$ cat src/rtl/montgomery_modexp_pkg.sv
// Shared types and width helpers for the Montgomery modular exponentiator.
// Latency: none (declarations only).
// Backpressure: none (declarations only).
package mont_pkg;

    typedef enum logic [2:0] {
        ST_IDLE  = 3'd0,
        ST_SQ_P  = 3'd1,
        ST_SQ_R  = 3'd2,
        ST_MUL_P = 3'd3,
        ST_MUL_R = 3'd4,
        ST_DONE  = 3'd5
    } modexp_state_t;

    localparam int DEF_DATA_WIDTH = 8;
    localparam int DEF_EXP_WIDTH  = 8;

    // Full product of two DATA_WIDTH operands, kept untruncated for the reduction.
    function automatic int prod_width(input int dw);
        return 2 * dw;
    endfunction

    // Bit-index register width; a one-bit exponent still needs a one-bit index.
    function automatic int idx_width(input int ew);
        return (ew > 1) ? $clog2(ew) : 1;
    endfunction

endpackage

$ cat src/rtl/montgomery_modexp_reduce.sv
// Montgomery reduction: result = t * R^-1 mod n, R = 2^DATA_WIDTH, for t < n*R.
// Latency: purely combinational.
// Backpressure: none; output follows inputs.
module montgomery_reduce
    import mont_pkg::*;
#(
    parameter int DATA_WIDTH = DEF_DATA_WIDTH
) (
    input  logic [prod_width(DATA_WIDTH)-1:0] t,
    input  logic [DATA_WIDTH-1:0]             modulant,
    input  logic [DATA_WIDTH-1:0]             R_minus_one,
    output logic [DATA_WIDTH-1:0]             result
);
    localparam int W     = DATA_WIDTH;
    localparam int PW    = prod_width(DATA_WIDTH);
    // Newton doubles correct bits from 3 (odd n is its own inverse mod 8).
    localparam int ITERS = (W > 1) ? $clog2(W) : 1;

    logic [W-1:0]  inv;
    logic [W-1:0]  n_prime;
    logic [W-1:0]  m;
    logic [PW-1:0] mn;
    logic          carry;
    logic [W:0]    u;
    logic [W:0]    diff;

    // REDC: pick m so t + m*n is divisible by R, shift, then one conditional subtract.
    always_comb begin
        inv = modulant;
        for (int i = 0; i < ITERS; i++) begin
            inv = inv * (W'(2) - modulant * inv);
        end
        n_prime = (~inv + W'(1)) & R_minus_one;
        m       = (t[W-1:0] * n_prime) & R_minus_one;
        mn      = PW'(m) * PW'(modulant);
        // Low halves sum to exactly 0 or R; a carry exists iff they are nonzero.
        carry   = |mn[W-1:0];
        u       = {1'b0, t[PW-1:W]} + {1'b0, mn[PW-1:W]} + (W+1)'(carry);
        diff    = u - {1'b0, modulant};
        result  = (u >= {1'b0, modulant}) ? diff[W-1:0] : u[W-1:0];
    end

endmodule

$ cat src/rtl/montgomery_modexp.sv
// Square-and-multiply base^exp mod n in the Montgomery domain, MSB-first exponent scan.
// Latency: done 2*(EXP_WIDTH + popcount(exp)) cycles after the accepting edge.
// Backpressure: start honoured only in IDLE; ignored (not queued) while busy or done.
module montgomery_modexp
    import mont_pkg::*;
#(
    parameter int DATA_WIDTH = DEF_DATA_WIDTH,
    parameter int EXP_WIDTH  = DEF_EXP_WIDTH
) (
    input  logic                  clk,
    input  logic                  reset,
    input  logic                  start,
    input  logic [DATA_WIDTH-1:0] base_m,
    input  logic [DATA_WIDTH-1:0] one_m,
    input  logic [EXP_WIDTH-1:0]  exp,
    input  logic [DATA_WIDTH-1:0] modulant,
    input  logic [DATA_WIDTH-1:0] R_minus_one,
    output logic                  busy,
    output logic                  done,
    output logic [DATA_WIDTH-1:0] result
);
    localparam int W  = DATA_WIDTH;
    localparam int PW = prod_width(DATA_WIDTH);
    localparam int IW = idx_width(EXP_WIDTH);

    modexp_state_t  state_q, state_d;
    logic [W-1:0]   acc_q, acc_d;
    logic [W-1:0]   base_q, base_d;
    logic [W-1:0]   mod_q, mod_d;
    logic [W-1:0]   rm1_q, rm1_d;
    logic [EXP_WIDTH-1:0] exp_q, exp_d;
    logic [IW-1:0]  idx_q, idx_d;
    logic [PW-1:0]  t_q, t_d;
    logic [W-1:0]   result_q, result_d;
    logic [W-1:0]   red;

    // Single shared reducer; its output is only captured in the *_R states.
    montgomery_reduce #(.DATA_WIDTH(DATA_WIDTH)) u_reduce (
        .t           (t_q),
        .modulant    (mod_q),
        .R_minus_one (rm1_q),
        .result      (red)
    );

    // Next-state and datapath: product phase then reduce phase per modular multiply.
    always_comb begin
        state_d  = state_q;
        acc_d    = acc_q;
        base_d   = base_q;
        mod_d    = mod_q;
        rm1_d    = rm1_q;
        exp_d    = exp_q;
        idx_d    = idx_q;
        t_d      = t_q;
        result_d = result_q;
        case (state_q)
            ST_IDLE: begin
                if (start) begin
                    base_d  = base_m;
                    exp_d   = exp;
                    mod_d   = modulant;
                    rm1_d   = R_minus_one;
                    acc_d   = one_m;
                    idx_d   = IW'(EXP_WIDTH - 1);
                    state_d = ST_SQ_P;
                end
            end
            ST_SQ_P: begin
                t_d     = PW'(acc_q) * PW'(acc_q);
                state_d = ST_SQ_R;
            end
            ST_SQ_R: begin
                acc_d = red;
                if (exp_q[idx_q]) begin
                    state_d = ST_MUL_P;
                end else if (idx_q == '0) begin
                    result_d = red;
                    state_d  = ST_DONE;
                end else begin
                    idx_d   = idx_q - IW'(1);
                    state_d = ST_SQ_P;
                end
            end
            ST_MUL_P: begin
                t_d     = PW'(acc_q) * PW'(base_q);
                state_d = ST_MUL_R;
            end
            ST_MUL_R: begin
                acc_d = red;
                if (idx_q == '0) begin
                    result_d = red;
                    state_d  = ST_DONE;
                end else begin
                    idx_d   = idx_q - IW'(1);
                    state_d = ST_SQ_P;
                end
            end
            ST_DONE: state_d = ST_IDLE;
            default: state_d = ST_IDLE;
        endcase
    end

    // State and operand registers; reset abandons any computation in flight.
    always_ff @(posedge clk or posedge reset) begin
        if (reset) begin
            state_q  <= ST_IDLE;
            acc_q    <= '0;
            base_q   <= '0;
            mod_q    <= '0;
            rm1_q    <= '0;
            exp_q    <= '0;
            idx_q    <= '0;
            t_q      <= '0;
            result_q <= '0;
        end else begin
            state_q  <= state_d;
            acc_q    <= acc_d;
            base_q   <= base_d;
            mod_q    <= mod_d;
            rm1_q    <= rm1_d;
            exp_q    <= exp_d;
            idx_q    <= idx_d;
            t_q      <= t_d;
            result_q <= result_d;
        end
    end

    assign busy   = (state_q == ST_SQ_P) || (state_q == ST_SQ_R) ||
                    (state_q == ST_MUL_P) || (state_q == ST_MUL_R);
    assign done   = (state_q == ST_DONE);
    assign result = result_q;

endmodule

$ cat config.mk
export PLATFORM = sky130hd
export DESIGN_NAME = montgomery_modexp
export DESIGN_NICKNAME = d
export VERILOG_FILES = /design/src/rtl/montgomery_modexp_pkg.sv /design/src/rtl/montgomery_modexp_reduce.sv /design/src/rtl/montgomery_modexp.sv
export SDC_FILE = /design/constraint.sdc
export NUM_CORES = 1
export LEC_CHECK = 0
export BUFFER_PORTS_ARGS = -buffer_cell sky130_fd_sc_hd__buf_4
export CAP_MARGIN = 0
export CORE_AREA = 3 3 159 161
export DETAILED_ROUTE_END_ITERATION = 8
export DIE_AREA = 0 0 162 164
export PLACE_DENSITY_LB_ADDON = 0.12
export SYNTH_ARGS = -nofsm -noshare
export SYNTH_HDL_FRONTEND = slang
export SYNTH_HIERARCHICAL = 1
export SYNTH_SLANG_ARGS = --single-unit
$ cat constraint.sdc
create_clock -name clk -period 33.8 [get_ports clk]
set_input_delay 5.07 -clock clk [delete_from_list [all_inputs] [get_ports clk]]
set_output_delay 5.07 -clock clk [all_outputs]
set_load 0.1 [all_outputs]
Yosys cells after proc, flatten, opt, wreduce, memory -nomap -nowiden. Cells that the tools add are included.

Output and inout bits: 10. Register bits: 70. Logic and storage cells: 71. Input bits: 43.

$mul: 10. Reductions and logical operators: 15. Add/subtract/negate cells: 8. Bitwise logic cells: 3. Muxes and demuxes: 17. Equality and inequality tests: 7. Order comparisons: 2.

Operator list (number): $mul 8x8->8 (7); $mul 8x8->16 (3); $mux 8 (4); $pmux 16 s2 (1); $pmux 8 s2 (2); $sub 2x8->8 const A (3); $mux 3 (6); $and 8x8->8 (2); $pmux 3 s5 (1); $add 8x8->9 (1); $add 9x1->9 (1); $ge 9x8->1 (1); $pmux 3 s3 (1); $add 8x1->8 const B (1); $not 8->8 (1); $reduce_or 8->1 (1); $sub 8x8->8 (1); $eq 3x2->1 const B (2); $eq 3x3->1 const B (2); $logic_not 3->1 (2); $reduce_and 2->1 (3); $reduce_bool 2->1 (3); $lt 3x4->1 const B (1); $ne 2x2->1 const B (2); 8 further kinds (10).

Depth between registers and ports, before layout. Gate-level depths: netlist of the first run.

Depth after elaboration: 22. Depth in mapped cells: 99. Mapped depth without buffers: 96.

Modules after synthesis. The synthesis of the first run kept the hierarchy.

Modules (own cells, without submodules): montgomery_reduce (area an instance 7786.2 µm², seq. area each 0.0 µm², cells each 922, times used 1); montgomery_modexp (area an instance 6822.8 µm², seq. area each 1751.7 µm², cells each 699, times used 1).

Worst setup path before layout of the first run. OpenSTA, ideal clock, no wires.

Path kind: register to register. Start point: reg mod_q[0]. End point: reg result_q[2], in the netlist result[2]. Cell stages (with the launch flop): 97. Library setup time: 0.126 ns. Data required time: 33.674 ns. Period minus slack after synthesis: 23.373 ns. Path buffers: 3. Path slack: 10.427 ns. Arrival time: 23.247 ns. Cell sequence: dfrtp_1 -> clkbuf_8 -> clkbuf_1 -> buf_1 -> nand2_1 -> fa_1 -> fa_1 -> inv_1 -> ha_1 -> inv_1 -> fa_1 -> ha_1 -> a21oi_1 -> xor2_1 -> nor2_1 -> ha_1 -> ha_1 -> inv_1 -> (+61 left out) -> inv_1 -> ha_1 -> xor2_1 -> ha_1 -> a21o_1 -> a21oi_1 -> nor2b_1 -> o21ai_0 -> nand2b_1 -> a21o_1 -> a21oi_1 -> xnor2_1 -> ha_1 -> nand4_1 -> o221ai_1 -> a21oi_1 -> mux2_2 -> mux2_2.

Longest elaborated chain between the ends: 22. Elaborated cells between the ends (all ways): 24. Classes of those cells: 7 x add/sub; 8 x mul; 1 x order compare; 4 x mux; 3 x bitwise; 1 x reduce/logical.

RTL lines: from (decl) (RTL line montgomery_modexp.sv:29) `logic [W-1:0] mod_q, mod_d;`; from (signal assigned) (RTL line montgomery_modexp.sv:119) `mod_q <= mod_d;`; $mul 8x8->8 (RTL line montgomery_modexp_reduce.sv:31) `inv = inv * (W'(2) - modulant * inv);`; $sub 2x8->8 (RTL line montgomery_modexp_reduce.sv:31); $mul 8x8->8 (2 in series) (RTL line montgomery_modexp_reduce.sv:31); $sub 2x8->8 (RTL line montgomery_modexp_reduce.sv:31); $mul 8x8->8 (2 in series) (RTL line montgomery_modexp_reduce.sv:31); $sub 2x8->8 (RTL line montgomery_modexp_reduce.sv:31); $mul 8x8->8 (RTL line montgomery_modexp_reduce.sv:31); $not 8->8 (RTL line montgomery_modexp_reduce.sv:33) `n_prime = (~inv + W'(1)) & R_minus_one;`; (+5 left out); $add 8x8->9 / $reduce_or 8->1 (equally long branches) (RTL line montgomery_modexp_reduce.sv:38, montgomery_modexp_reduce.sv:37); $add 9x1->9 (RTL line montgomery_modexp_reduce.sv:38) `u = {1'b0, t[PW-1:W]} + {1'b0, mn[PW-1:W]} + (W+1)'(carry);`; $sub 8x8->8 / $ge 9x8->1 (equally long branches) (RTL line montgomery_modexp_reduce.sv:39, montgomery_modexp_reduce.sv:40); $mux 8 * (RTL line montgomery_modexp_reduce.sv:40) `result = (u >= {1'b0, modulant}) ? diff[W-1:0] : u[W-1:0];`; via red[2] (RTL line montgomery_modexp.sv:35) `logic [W-1:0] red;`; $mux 8 * (RTL line montgomery_modexp.sv:76, montgomery_modexp.sv:90); $mux 8 (RTL line montgomery_modexp.sv:74) `if (exp_q[idx_q]) begin`; $pmux 8 s2 * (RTL line montgomery_modexp.sv:56) `case (state_q)`; to (signal assigned) (RTL line montgomery_modexp.sv:124) `result_q <= result_d;`; to (decl) (RTL line montgomery_modexp.sv:34) `logic [W-1:0] result_q, result_d;`.

Mark *: on every way through the listed nets, which the timed path passes. The rest lies on a longest branch. The select of a mux whose other input is x is not followed. A chain may end at the register's enable or synchronous reset.

Worst setup path in the final report of the first run.
Start point: reg mod_q[1]. End point: reg acc_q[6].

Longest elaborated chain between the ends: 20. Elaborated cells between the ends (all ways): 22. Classes of those cells: 7 x add/sub; 8 x mul; 1 x order compare; 2 x mux; 3 x bitwise; 1 x reduce/logical.

RTL lines: $mul 8x8->8 (RTL line montgomery_modexp_reduce.sv:31); $sub 2x8->8 (RTL line montgomery_modexp_reduce.sv:31); $mul 8x8->8 (2 in series) (RTL line montgomery_modexp_reduce.sv:31); $sub 2x8->8 (RTL line montgomery_modexp_reduce.sv:31); $mul 8x8->8 (2 in series) (RTL line montgomery_modexp_reduce.sv:31); $sub 2x8->8 (RTL line montgomery_modexp_reduce.sv:31); $mul 8x8->8 (RTL line montgomery_modexp_reduce.sv:31); $not 8->8 (RTL line montgomery_modexp_reduce.sv:33); (+3 left out); $and 8x8->8 (RTL line montgomery_modexp_reduce.sv:34) `m = (t[W-1:0] * n_prime) & R_minus_one;`; $mul 8x8->16 (RTL line montgomery_modexp_reduce.sv:35) `mn = PW'(m) * PW'(modulant);`; $add 8x8->9 / $reduce_or 8->1 (equally long branches) (RTL line montgomery_modexp_reduce.sv:38, montgomery_modexp_reduce.sv:37); $add 9x1->9 (RTL line montgomery_modexp_reduce.sv:38); $sub 8x8->8 / $ge 9x8->1 (equally long branches) (RTL line montgomery_modexp_reduce.sv:39, montgomery_modexp_reduce.sv:40); $mux 8 * (RTL line montgomery_modexp_reduce.sv:40); via red[6] (RTL line montgomery_modexp.sv:35); $pmux 8 s2 * (RTL line montgomery_modexp.sv:56); to (signal assigned) (RTL line montgomery_modexp.sv:107) `acc_q <= '0;`; to (signal assigned) (RTL line montgomery_modexp.sv:117) `acc_q <= acc_d;`; to (decl) (RTL line montgomery_modexp.sv:27) `logic [W-1:0] acc_q, acc_d;`.

Mark *: on every way through the listed nets, which the timed path passes. The rest lies on a longest branch.

==> flow_summary_export.csv, run 1 <==
group,metric,value,unit
worst_setup_path,crit_required,33.98,ns
worst_setup_path,critPathMaxFanout,19,
timing,setup_viol,0,
logic_synthesis,ys_seq_area_frac,0.120,
timing,fmaxAchievable,40.0,MHz
job,maxCapViolations,0,
die,initial_core_util,0.606,
worst_setup_path,crit_type,"reg -> reg",
logic_synthesis,synth_flop_cell,"dfrtp_1",
worst_setup_path,slowest_delay,0.72,ns
outcome,status,"finished clean",
global_route,antenna_found_initial,0,
worst_setup_path,r2r-start,"mod_q[1]",
logic_synthesis,synth-edff-count,0,
timing,tightest_slew,1.11,ns
worst_setup_path,startpoint_type,"flip-flop",
routing,vias,10775,
placement,gp_congestion,0.921,
logic_synthesis,yosysWarnings,6,
worst_setup_path,r2r_slack,8.79,ns
cells_and_area,fillers,2077,
logic_synthesis,synth.avg_cell_area,9.01,sq um
worst_setup_path,end_kind,"flip-flop",
cells_and_area,drive_gt1_frac,0.0799,
logic_synthesis,synth_top_area_frac,0.247,
global_route,grt_pass1_wl,55.7,mm
timing,slew-limit-headroom,0.258,
logic_synthesis,netlist_top_cells_count,"inv_1 (306), ha_1 (224), fa_1 (180)",
global_route,grtUsageTotal,0.260,
cells_and_area,regArea,1750,sq um
logic_synthesis,synth_area_leaders,"fa_1 (25%), ha_1 (19%), dfrtp_1 (12%), inv_1 (7.9%), and2_1 (4.6%)",
logic_synthesis,synth_cell_types,66,
clock_tree,cts_tree,"yes",
timing,timing_hold_violations_final,0,
die,dieArea,26600,sq um
timing,fin_crit_sh,0.740,
routing,drt-pass1-iter-count,4,
hold_path,hp-start,"t_q[14]",
worst_setup_path,startpoint,"mod_q[1]",
logic_synthesis,synth.most_common_cell,"inv_1",
die,die_x,162,microns
clock_tree,clkSinkCount,70,
logic_synthesis,synth_area,14600,sq um
timing,rsz0062_at_grt,"false",
global_route,grt_overflow,0,
die,fp.coreArea,24100,sq um
routing,drc,0,
cells_and_area,diodes,0,
timing,finalCriticalPeriod,25.01,ns
clock_tree,root_buffer,"clkbuf_16",
die,rows,57,
timing,slew_viol_final,0,
routing,finalWirelength,32.4,mm
routing,routed_via_density,5.45,
clock_tree,numCtsBuffers,9,
die,ios,53,
routing,drt_iter0_drc,645,
cells_and_area,multi_input_area,11500,sq um
logic_synthesis,async_flop_share,1.00,
logic_synthesis,synthCells,1621,
clock_tree,htreeDepth,3,
cells_and_area,nNetsFinal,2095,
worst_setup_path,critPathSlowestCell,"dfrtp_1",
routing,post_drt_wl_per_cell,16.4,microns
logic_synthesis,synth_seq_cells,70,
timing,final.setup.worst_slack,8.79,ns
clock_tree,clock_latency,0.35,ns
placement,hpwl,25.9,mm
hold_path,hold_path.class,"reg -> reg",
global_route,grt_pass1_vias,11427,
die,chipHeight,164,microns
global_route,grt_start_max_net_pins,71,
cells_and_area,area_growth,6.57,%
worst_setup_path,arrival,25.19,ns
clock_tree,path_clk_slew,0.07,ns
placement,port_buffers,52,
routing,postRouteAntennaNets,0,
timing,fin_skew,0.0114,ns
logic_synthesis,synth_area_leader_cell,"fa_1",
clock_tree,post_cts_buffers,0,
placement,pre_cts_slack,9.01,ns
clock_tree,cts_buffer_depth,2,
timing,tns,0,ns
clock_tree,hold_buffers,0,
clock_tree,cts_resized,0,
## worst paths after layout
check / endpoint / depth (start not counted)
setup / recovery: acc_q[6] / 91
hold / removal: t_q[14] / 2
setup reg to reg: acc_q[6] / 91
hold reg to reg: t_q[14] / 2
max in group asynchronous: mod_q[0] / 3
min in group asynchronous: rm1_q[7] / 3
## cell type report
type	count	area share
flip-flops and latches	70	0.113
clock buffers	10	0.0147
well taps	324	0.0260
clock inverters	6	0.00603
multi-input cells	1202	0.739
inverters	307	0.0740
repair buffers	58	0.0280
## critical path, delay by kind of cell (launching register included)
kind            cells  cell delay, ns
flops               1            0.72
simple gates       10            1.19
buf+inv            17            1.56
compound gates     11            2.26
mux                 2            0.56
xor+xnor           11            2.69
fa+ha+maj          40           15.82
## metrics by stage
stage	util	std cells	hold slack, ns	cell area [sq um]
4_1_cts	0.646	1977	0.492	15600
6_report	0.646	1977	0.490	15600
2_1_floorplan	-	1629	0.450	14600
3_3_place_gp	0.632	1961	0.476	15200
5_1_grt	0.646	1977	0.526	15600
3_5_place_dp	0.632	1961	0.478	15200
## cells by family after synthesis
kind of cell	share of synthesized area
xor gates and xnor gates	0.0617
other	0.000514
muxes	0.0480
and+or+nand+nor	0.160
adders and majority gates	0.439
buffers and inverters	0.0959
AOI/OAI and AO/OA	0.0759
DFF	0.120
## layout by cell type (no fill, tap or decap), drive strengths merged, types with 4 or more instances in the layout
master,instances
and2,107
xnor3,5
nand2,134
buf,58
nand3,28
mux2i,13
o21bai,5
nand4,10
xnor2,55
nor2b,16
and3,44
a21oi,53
mux2,46
a21boi,4
ha,224
a21o,23
fa,180
inv,307
nor3,11
o21ai,46
a31oi,5
conb,10
clkbuf,10
a211oi,4
o211ai,7
xor2,35
nand2b,16
o21a,7
dfrtp,70
nor2,71
## state kept, by name (all words and copies together), names as in the netlist
register / cells
mod_q: 8
t_q: 16
acc_q: 8
idx_q: 3
state_q: 3
base_q: 8
result: 8
rm1_q: 8
exp_q: 8
## layer usage
metal  global-route usage  wire length (microns)
met4               0.0872                    952
met3               0.0272                   1120
met5                    0                      0
met2                0.464                  16400
met1                0.333                  13900
Power of run 1 is not shown: default switching activity piles up to over one toggle a cycle in this logic, so the estimate is an artifact.
==> run 2: changes to the inputs <==
==> constraint.sdc (replaced) <==
create_clock -name clk -period 23.1 [get_ports clk]
set_input_delay 3.465 -clock clk [delete_from_list [all_inputs] [get_ports clk]]
set_output_delay 3.465 -clock clk [all_outputs]
set_load 0.1 [all_outputs]
==> flow_summary_export.csv, run 2 (same netlist as run 1, synthesis figures left out) <==
group,metric,value,unit
cells_and_area,nNetsFinal,2143,
timing,fmaxAchievable,44.5,MHz
routing,post_drt_wl_per_cell,16.8,microns
cells_and_area,final_common_cell,"inv_1",
routing,drt_iter0_drc,643,
timing,timing_hold_violations_final,0,
die,rows,57,
routing,highest_layer,"met4",
clock_tree,hold_buffers,0,
timing,fin_crit_sh,0.972,
global_route,grt_pass1_vias,11672,
timing,tightest_slew,0.983,ns
die,chipHeight,164,microns
worst_setup_path,crit_required,23.32,ns
job,maxCapViolations,0,
routing,finalWirelength,34.0,mm
cells_and_area,drive_gt1_frac,0.138,
worst_setup_path,critPathSlowestCell,"fa_1",
clock_tree,path_clk_slew,0.06,ns
die,die_x,162,microns
clock_tree,numCtsBuffers,9,
global_route,grt_start_max_net_pins,71,
global_route,grt_overflow,0,
global_route,antenna_found_initial,0,
routing,postRouteAntennaNets,0,
worst_setup_path,crit_top_cell,"fa_1",
timing,setup_viol,0,
die,ios,53,
die,initial_core_util,0.606,
clock_tree,htreeDepth,3,
placement,post-place-cells,1989,
routing,routed_via_density,5.50,
timing,fin_skew,0.0111,ns
placement,gp_congestion,0.923,
cells_and_area,largest_reg_flops,16,
routing,vias,11126,
hold_path,hold_path.class,"reg -> reg",
cells_and_area,fin_cells,2024,
cells_and_area,multi_input_area,11900,sq um
clock_tree,cts_tree,"yes",
worst_setup_path,slowest_delay,0.59,ns
timing,rsz0062_at_grt,"true",
clock_tree,clock_latency,0.34,ns
worst_setup_path,end_kind,"flip-flop",
cells_and_area,largest_register,"t_q",
worst_setup_path,arrival,22.68,ns
cells_and_area,regArea,1750,sq um
worst_setup_path,startpoint_type,"flip-flop",
cells_and_area,mostFrequentLayoutCells,"inv_1 (302), ha_1 (207), fa_1 (176)",
cells_and_area,fillers,1974,
clock_tree,clkSinkCount,70,
timing,finalCriticalPeriod,22.46,ns
routing,wl_met3,1.40,mm
clock_tree,root_buffer,"clkbuf_16",
worst_setup_path,crit_type,"reg -> reg",
routing,drt-pass1-iter-count,7,
placement,port_buffers,52,
routing,drc,0,
routing,drt-met1-wl,14.1,mm
global_route,grtUsageTotal,0.265,
global_route,grt_pass1_wl,57.0,mm
cells_and_area,area_growth,12.1,%
routing,dr_wl_met2,17.8,mm
outcome,status,"finished clean",
clock_tree,cts_buffer_depth,2,
timing,slew-limit-headroom,0.342,
placement,hpwl,26.7,mm
worst_setup_path,critPathMaxFanout,7,
die,dieArea,26600,sq um
timing,slew_viol_final,0,
die,fp.coreArea,24100,sq um
cells_and_area,diodes,0,
[run 2: layer usage]
layer,vias up,GRT usage
li1,5296,-
met1,5535,0.329
met2,247,0.490
met3,48,0.0305
met4,0,0.0667
met5,-,0
[run 2: final timing paths]
path	startpoint	to	slack [ns]	cells after the start
max in group asynchronous	reset	mod_q[0]	19.04	3
max reg2reg	mod_q[4]	result[2]	0.64	95
min	t_q[14]	t_q[14]	0.50	2
min in group asynchronous	reset	rm1_q[2]	3.41	3
max	mod_q[4]	result[2]	0.64	95
min reg2reg	t_q[14]	t_q[14]	0.50	2
[run 2: worst max-delay path, delay by kind of cell (launching register included)]
family,cells,cell delay [ns]
compound gates,12,2.04
buf+inv,16,0.95
flops,1,0.41
simple gates,12,1.38
mux,2,0.60
xor+xnor,12,1.98
fa+ha+maj,41,14.97
[run 2: cell type report]
cell class / instances / share of cell area
clock buffer: 9 / 0.0138
clock inverter: 6 / 0.00527
inverter: 307 / 0.0704
multi-input combinational: 1202 / 0.729
sequential: 70 / 0.107
tap: 324 / 0.0248
timing repair buffer: 106 / 0.0498
[run 2: what timing repair did]
item / in CTS / in global routing
setup endpoints to repair: 16 / 16
resized for setup: 10 / 66
setup buffers: 4 / 16
pin swaps: 5 / 61
[run 2: through the flow]
step | cell area, sq um | utilization | setup WS [ns] | setup TNS [ns] | hold slack (ns)
floorplan | 14700 | - | 0.0201 | 0 | 0.450
global placement | 15500 | 0.641 | 0.0334 | 0 | 0.475
detailed placement | 15500 | 0.641 | -0.326 | -4.00 | 0.490
CTS | 15900 | 0.658 | 0.0324 | 0 | 0.504
global route | 16400 | 0.679 | -0.161 | -1.72 | 0.522
finish | 16400 | 0.679 | 0.642 | 0 | 0.496
Power of run 2 is left out for the same reason.
==> run 3: changes to the inputs <==
--- a/config.mk
+++ b/config.mk
@@ -11,6 +11,7 @@
 export DETAILED_ROUTE_END_ITERATION = 8
 export DIE_AREA = 0 0 162 164
 export PLACE_DENSITY_LB_ADDON = 0.12
+export REMOVE_ABC_BUFFERS = 1
 export SYNTH_ARGS = -nofsm -noshare
 export SYNTH_HDL_FRONTEND = slang
 export SYNTH_HIERARCHICAL = 1
==> flow_summary_export.csv, run 3 (same netlist as run 1, synthesis figures left out) <==
group,metric,value,unit
clock_tree,numCtsBuffers,9,
timing,fin_crit_sh,0.981,
clock_tree,clock_latency,0.35,ns
job,maxCapViolations,0,
clock_tree,clkSinkCount,70,
die,chipHeight,164,microns
routing,postRouteAntennaNets,0,
cells_and_area,largest_register,"t_q",
clock_tree,htreeDepth,3,
die,initial_core_util,0.606,
routing,drt_iter0_drc,569,
die,fp.coreArea,24100,sq um
worst_setup_path,slowest_delay,0.58,ns
timing,tns,0,ns
routing,drc,0,
routing,vias,11075,
timing,tightest_slew,1.31,ns
die,rows,57,
worst_setup_path,critPathMaxFanout,7,
global_route,grtUsageTotal,0.263,
cells_and_area,mostFrequentLayoutCells,"inv_1 (289), ha_1 (209), fa_1 (176)",
timing,hold_ws,0.500,ns
worst_setup_path,crit_top_cell,"fa_1",
timing,setup_viol,0,
worst_setup_path,critPathSlowestCell,"fa_1",
hold_path,hold_path.class,"reg -> reg",
timing,slew_viol_final,0,
cells_and_area,final_common_cell,"inv_1",
placement,port_buffers,52,
cells_and_area,area_growth,11.9,%
outcome,status,"finished clean",
timing,slew-limit-headroom,0.127,
worst_setup_path,startpoint_type,"flip-flop",
routing,routed_via_density,5.47,
timing,fin_skew,0.00893,ns
routing,drt-pass1-iter-count,5,
clock_tree,path_clk_slew,0.07,ns
clock_tree,cts_tree,"yes",
global_route,grt_start_max_net_pins,71,
cells_and_area,final_util,0.678,
timing,timing_hold_violations_final,0,
placement,gp_congestion,0.946,
worst_setup_path,crit_type,"reg -> reg",
timing,rsz0062_at_grt,"true",
placement,post-place-cells,1986,
clock_tree,cts_buffer_depth,2,
routing,finalWirelength,34.0,mm
routing,post_drt_wl_per_cell,16.8,microns
cells_and_area,fin_cells,2026,
worst_setup_path,arrival,22.83,ns
clock_tree,root_buffer,"clkbuf_16",
die,ios,53,
cells_and_area,largest_reg_flops,16,
timing,finalCriticalPeriod,22.65,ns
global_route,grt_pass1_vias,11760,
placement,hpwl,26.5,mm
worst_setup_path,end_kind,"flip-flop",
cells_and_area,drive_gt1_frac,0.150,
global_route,grt_overflow,0,
timing,fmaxAchievable,44.1,MHz
die,die_x,162,microns
die,dieArea,26600,sq um
cells_and_area,diodes,0,
cells_and_area,nNetsFinal,2144,
global_route,grt_pass1_wl,56.7,mm
worst_setup_path,crit_required,23.27,ns
global_route,antenna_found_initial,0,
-- run 3: per-layer routing --
| metal | wire length [microns] | track usage |
|---|---|---|
| met3 | 1380 | 0.0257 |
| met1 | 14400 | 0.340 |
| met2 | 17100 | 0.465 |
| met4 | 1170 | 0.0911 |
| met5 | 0 | 0 |
-- run 3: repair_timing --
| action | 4_1_cts | 5_1_grt |
|---|---|---|
| pin swaps | 7 | 52 |
| hold buffers | 0 | 0 |
| hold endpoints to repair | 0 | 0 |
| buffers inserted | 10 | 14 |
| resized for setup | 12 | 85 |
| endpoints found under the setup margin | 16 | 16 |
-- run 3: final cells by class --
class,count,area (sq um)
multi-input combinational,1202,11900
fill,1979,7760
sequential,70,1750
inverter,307,1150
timing repair buffer,107,815
tap,324,405
clock buffer,9,225
clock inverter,7,61.3
-- run 3: final timing paths --
check | from | to | slack, ns | depth (start not counted)
worst max-delay path | mod_q[0] | acc_q[3] | 0.45 | 97
worst min register to register | exp_q[7] | exp_q[7] | 0.50 | 1
worst min-delay path | exp_q[7] | exp_q[7] | 0.50 | 1
worst max register to register | mod_q[0] | acc_q[3] | 0.45 | 97
min in group asynchronous | reset | base_q[7] | 3.37 | 3
max in group asynchronous | reset | mod_q[0] | 19.05 | 3
-- run 3: critical path: cells and delay by family, from the launching register on --
family                     cells  cell delay, ns
adders and majority gates     42           15.63
xor gates and xnor gates      12            2.03
AOI/OAI and AO/OA             10            1.32
buffers and inverters         20            1.30
and+or+nand+nor               11            1.30
muxes                          2            0.48
DFF                            1            0.44
-- run 3: stage by stage --
stage	setup slack, ns	area, sq um
after floorplan	-0.535	14400
after CTS	0.0116	15900
after global placement	0.179	15400
after global routing	-0.383	16300
final	0.445	16300
after detailed placement	-0.351	15400
Power of run 3 is left out for the same reason.
